$ cat src/rtl/iob_pfsm_initiator.sv
// Single-outstanding IOb native-interface initiator: takes one command at a time,
// runs the IOb request/read-data handshake and reports completion or timeout.
module iob_pfsm_initiator #(
    parameter int ADDR_W    = 4,
    parameter int DATA_W    = 32,
    parameter int TIMEOUT_W = 8,
    parameter int TIMEOUT   = 200
) (
    input  logic                clk_i,
    input  logic                rstn_i,
    input  logic                cmd_valid_i,
    output logic                cmd_ready_o,
    input  logic [ADDR_W-1:0]   cmd_addr_i,
    input  logic [DATA_W-1:0]   cmd_wdata_i,
    input  logic [DATA_W/8-1:0] cmd_wstrb_i,
    output logic                rsp_valid_o,
    output logic [DATA_W-1:0]   rsp_rdata_o,
    output logic                rsp_err_o,
    output logic                busy_o,
    output logic                iob_avalid_o,
    output logic [ADDR_W-1:0]   iob_addr_o,
    output logic [DATA_W-1:0]   iob_wdata_o,
    output logic [DATA_W/8-1:0] iob_wstrb_o,
    input  logic                iob_rvalid_i,
    input  logic [DATA_W-1:0]   iob_rdata_i,
    input  logic                iob_ready_i
);

    // Handshakes: a command transfers on an edge where cmd_valid_i & cmd_ready_o;
    // an IOb request transfers on an edge where iob_avalid_o & iob_ready_i;
    // read data transfers on an edge where iob_rvalid_i is high in WAIT_RD.

    localparam int STRB_W = DATA_W / 8;
    localparam logic [TIMEOUT_W-1:0] TMO_LAST = TIMEOUT_W'(TIMEOUT - 1);

    typedef enum logic [1:0] {
        IDLE    = 2'd0,
        REQ     = 2'd1,
        WAIT_RD = 2'd2,
        RSP     = 2'd3
    } state_t;

    state_t               state_q;
    state_t               state_d;
    logic [TIMEOUT_W-1:0] cnt_q;
    logic                 accept;
    logic                 wr_done;
    logic                 rd_done;
    logic                 tmo;

    always_comb begin
        state_d = state_q;
        accept  = 1'b0;
        wr_done = 1'b0;
        rd_done = 1'b0;
        tmo     = 1'b0;
        case (state_q)
            IDLE: begin
                if (cmd_valid_i) begin
                    accept  = 1'b1;
                    state_d = REQ;
                end
            end
            REQ: begin
                // A handshake on the same edge as the counter expiring completes normally.
                if (iob_ready_i) begin
                    if (|iob_wstrb_o) begin
                        wr_done = 1'b1;
                        state_d = RSP;
                    end else begin
                        state_d = WAIT_RD;
                    end
                end else if (cnt_q == TMO_LAST) begin
                    tmo     = 1'b1;
                    state_d = RSP;
                end
            end
            WAIT_RD: begin
                if (iob_rvalid_i) begin
                    rd_done = 1'b1;
                    state_d = RSP;
                end else if (cnt_q == TMO_LAST) begin
                    tmo     = 1'b1;
                    state_d = RSP;
                end
            end
            RSP:     state_d = IDLE;
            default: state_d = IDLE;
        endcase
    end

    always_ff @(posedge clk_i) begin
        if (!rstn_i) begin
            state_q     <= IDLE;
            cnt_q       <= '0;
            iob_addr_o  <= '0;
            iob_wdata_o <= '0;
            iob_wstrb_o <= '0;
            rsp_rdata_o <= '0;
            rsp_err_o   <= 1'b0;
        end else begin
            state_q <= state_d;
            if (accept) begin
                iob_addr_o  <= cmd_addr_i;
                iob_wdata_o <= cmd_wdata_i;
                iob_wstrb_o <= cmd_wstrb_i;
            end
            if (state_d != state_q) begin
                cnt_q <= '0;
            end else if (state_q == REQ || state_q == WAIT_RD) begin
                cnt_q <= cnt_q + TIMEOUT_W'(1);
            end
            // Response fields only change on entry to RSP, so they hold between responses.
            if (wr_done) begin
                rsp_rdata_o <= '0;
                rsp_err_o   <= 1'b0;
            end
            if (rd_done) begin
                rsp_rdata_o <= iob_rdata_i;
                rsp_err_o   <= 1'b0;
            end
            if (tmo) begin
                rsp_rdata_o <= '0;
                rsp_err_o   <= 1'b1;
            end
        end
    end

    // cmd_ready_o is held low while reset is asserted so every output reads 0 in reset.
    assign cmd_ready_o  = rstn_i && (state_q == IDLE);
    assign busy_o       = (state_q != IDLE);
    assign iob_avalid_o = (state_q == REQ);
    assign rsp_valid_o  = (state_q == RSP);

    logic unused_strb_w;
    assign unused_strb_w = (STRB_W == 0);

endmodule
$ cat config.mk
export PLATFORM = sky130hd
export DESIGN_NAME = iob_pfsm_initiator
export DESIGN_NICKNAME = d
export VERILOG_FILES = /design/src/rtl/iob_pfsm_initiator.sv
export SDC_FILE = /design/constraint.sdc
export NUM_CORES = 1
export LEC_CHECK = 0
export CORE_MARGIN = 2
export CORE_UTILIZATION = 44
export CTS_CLUSTER_SIZE = 14
export DETAILED_ROUTE_END_ITERATION = 8
export PLACE_DENSITY = 0.85
export SLEW_MARGIN = 10
export SYNTH_ARGS = -nofsm -noshare
export SYNTH_HDL_FRONTEND = slang
export SYNTH_SLANG_ARGS = --single-unit
$ cat constraint.sdc
create_clock -name clk_i -period 5.13 [get_ports clk_i]
set_input_delay 1.026 -clock clk_i [delete_from_list [all_inputs] [get_ports clk_i]]
set_output_delay 1.026 -clock clk_i [all_outputs]
set_load 0.01 [all_outputs]
After elaboration in Yosys (flattened, before gate mapping)
Cells that the tools add are included.
- add/sub/neg operators: 1
- equality and inequality tests: 5
- muxes and demuxes: 22
- bitwise logic cells: 1
- reduce and logical (&&, ||, !) cells: 9
- operators with widths (operator ; count):
    two-way mux 32 bit ; 2
    two-way mux 1 bit ; 14
    adder 8 x 1 -> 8 bit, second input constant ; 1
    == test 8 bit, second input constant ; 1
    two-way mux 2 bit ; 4
    case mux 2 bit (4 select lines) ; 1
    == test 2 bit, second input constant ; 2
    nonzero test 2 bit ; 2
    OR reduction 2 bit ; 2
    OR reduction 4 bit ; 1
    nonzero test 3 bit ; 1
    == test 2 x 1 -> 1 bit, second input constant ; 1
    zero test 2 bit ; 1
    != test 2 bit ; 1
    case mux 1 bit (2 select lines) ; 1
    logical AND 1 bit ; 1
    logical OR 1 bit ; 1
    NOT 1 bit ; 1
- register bits: 83
- input bits: 77
- output and inout port bits: 77
- word-level logic and storage cells: 45

Longest topological paths before layout
- depth in word-level cells: 7
- mapped depth: 8
- depth with buffers taken out: 6

Worst setup path after synthesis
No wires, ideal clock.
- path kind: input port to output port
- start point: in rstn_i
- end point: out cmd_ready_o
- arrival time: 1672 ps
- data required time: 4104 ps
- slack: 2432 ps
- cell stages on the path: 3
- buffers on the path: 2
- path through: clkbuf_1 > clkbuf_1 > and2_1
- longest elaborated chain between the ends: 1
- ends and longest elaborated chain (element ; line ; source):
    start: declaration ; 10 ; input logic rstn_i,
    logical AND 1 bit ; 130 ; assign cmd_ready_o = rstn_i && (state_q == IDLE);
    end: declaration ; 12 ; output logic cmd_ready_o,
No other way between the ends.

Final worst setup path
Same ends and word-level chain as after synthesis.

==> qor.yml <==
status:
  status: "finished clean"
logic_synthesis:
  synth_edf_count: 0
  syn_nets: 484
  ys_ff_latch: 83
  postSynthAreaPerCell_sq_um: 8.30
  synth_area_leaders: "dfxtp_1 50%, nand2_1 14%, a21boi_0 9.3%"
  yosysSeqAreaShare_pct: 50.0
  yosysWarnings: 0
  synth_top_area_share_pct: 50.0
  syn_area_sq_um: 3320
  post-synth-top-area-cell: "dfxtp_1"
  synthCells: 400
  ys.flop_type: "dfxtp_1"
  async_reset_ff_share_pct: 0
  synth.distinct_cells: 34
critical_path:
  crit_type: "in2out"
  crit_required_ns: 4.10
  crit_arrival_ns: 2.54
  start_kind: "input pin"
  crit_fanout: 46
  endpoint_kind: "output pin"
power_and_ir_drop:
  power_frac_comb_pct: 35.3
  clockPowerShare_pct: 23.0
  p_per_area_nw_per_um2: 378
  p_int_uw: 1300
  seqPwrFrac_pct: 41.7
  p_leak_uw: 0.00178
  swShare_pct: 32.3
  peakVddDrop_uv: 203
  p_sw_uw: 621
cells_and_area:
  fin_nets: 623
  layout_common_cells: "153 x clkdlybuf4s50_1, 121 x nand2_1, 83 x dfxtp_1"
  drive_above_1_share_pct: 4.05
  antenna_cells: 0
  final_cells: 642
  multi_input_area_sq_um: 1530
  syn2layout_area_growth_pct: 53.0
  fill_cells: 599
  layout_commonest_cell: "clkdlybuf4s50_1"
  seq_area_sq_um: 1660
  final_core_util_pct: 69.7
clocking:
  cts.clk_slew.worst_paths_ns: 0.08
  cts-htree-levels: 3
  post_cts_buffers: 0
  cts-resized-gates: 0
  clock_sinks: 83
  cts_tree: "built"
  clock_path_buffers: 2
  root_buffer: "clkbuf_8"
  postCtsHoldBufs: 0
  clock_latency_ns: 0.34
  cts_buffers: 9
die:
  dieArea_sq_um: 8260
  ios: 154
  start_util_pct: 45.5
  fp-row-count: 31
  die_y_microns: 90.9
  core_sq_um: 7290
  die_x_microns: 90.9
global_route:
  overflow: 0
  track_usage_pct: 21.6
  antenna_found_initial: 0
  grt_pass1_vias: 3156
  grt_pass1_wl_mm: 14.7
  grt_max_degree: 47
routing:
  dr.pass1.iters: 4
  wire_per_inst_microns: 14.2
  route.detailed.drc: 0
  vias: 3257
  drt-initial-drc-count: 179
  ant_nets: 0
  via_per_inst: 5.07
  wl_mm: 9.11
timing:
  rsz0062_at_grt: "no"
  setup_tns_ns: 0
  fin_worst_skew_ns: 0.0113
  setup_viol: 0
  worst_slew_pin_slew_ns: 1.04
  setup_ws_ns: 1.57
  maxSlewHeadroom_pct: 30.6
  fmax_mhz: 281
  hold_viol_final: 0
  period_share_pct: 69.5
  maxSlewViolCount: 0
  fin_crit_ns: 3.56
  whs_ns: 0.465
placed_design:
  dp_hpwl_mm: 6.53
  placedCellCount: 627
  place_congestion: 0.884
  dp_slack_ns: 1.57
  port_buffers: 153
worst_hold_path:
  min-delay-path-class: "reg2reg"
flow_run:
  maxCapViolations: 0
routing by layer:
| metal | routed length, microns | GRT usage [%] | up-vias | share of wire (%) |
|---|---|---|---|---|
| met3 | 502 | 4.17 | 21 | 5.5 |
| met5 | 0 | 0 | - | 0 |
| met1 | 3590 | 24.4 | 1511 | 39 |
| li1 | - | - | 1624 | - |
| met4 | 251 | 10.5 | 0 | 2.8 |
| met2 | 4770 | 38.9 | 101 | 52 |
power by group through the flow:
stage	logic, uW	clock network, uW	registers [uW]
finish	677	443	801
global route	736	478	814
CTS	682	451	801
detailed placement	677	0	815
global placement	662	0	810
floorplan	302	0	853
final timing paths:
check | startpoint | to | slack (ns) | depth (start not counted)
worst max-delay path | rstn_i | cmd_ready_o | 1.57 | 4
worst min-delay path | iob_wdata_o[26]$_SDFFE_PN0P_ | iob_wdata_o[26]$_SDFFE_PN0P_ | 0.47 | 2
worst max register to register | state_q[1]$_SDFF_PN0_ | rsp_rdata_o[5]$_SDFFE_PP0P_ | 2.66 | 6
worst min register to register | iob_wdata_o[26]$_SDFFE_PN0P_ | iob_wdata_o[26]$_SDFFE_PN0P_ | 0.47 | 2
cell usage after synthesis, types with 2 or more instances:
cell type and instances:
nand2_1 121, dfxtp_1 83, a21boi_0 41, a21oi_1 35, nand3_1 34, clkbuf_1 24, nor4_1 9, ha_1 7
and2_1 4, xnor2_1 4, buf_1 3, buf_2 3, inv_1 3, nor2_1 3, xor2_1 3, nand4_1 2
nor2b_1 2, nor3_1 2, o21ai_0 2
worst max-delay path, stage by stage:
cell	delay, ns
clkdlybuf4s50_1	0.45
buf_4	0.35
and2_1	0.18
clkdlybuf4s50_1	0.53
area by class of cell:
cell class | instances | area share, %
clock buffers | 10 | 2.51
clock inverters | 5 | 1.08
inverters | 3 | 0.222
multi-input cells | 284 | 30.1
flip-flops and latches | 83 | 32.7
well taps | 99 | 2.44
repair buffers | 158 | 30.9
stage by stage:
step                cell area, sq um  power [uW]
floorplan                       3320        1150
global placement                4900        1470
detailed placement              4900        1490
CTS                             5080        1930
global route                    5080        2030
finish                          5080        1920
kinds of logic (layout without fill, tap and decap cells):
logic type | count (synthesis) | count (layout) | synth area share [%]
AOI/OAI and AO/OA | 88 | 88 | 17.6
xor gates and xnor gates | 7 | 7 | 1.85
adders and majority gates | 7 | 7 | 2.64
buffers and inverters | 33 | 176 | 3.84
DFF | 83 | 83 | 50.0
muxes | 1 | 1 | 0.301
and+or+nand+nor | 181 | 181 | 23.7
registers in the layout, indices dropped and copies added, names as in the netlist:
name         count
iob_wstrb_o      4
cnt_q            8
iob_addr_o       4
rsp_rdata_o     32
rsp_err_o        1
state_q          2
iob_wdata_o     32
Power figures use the tool's default switching activity.
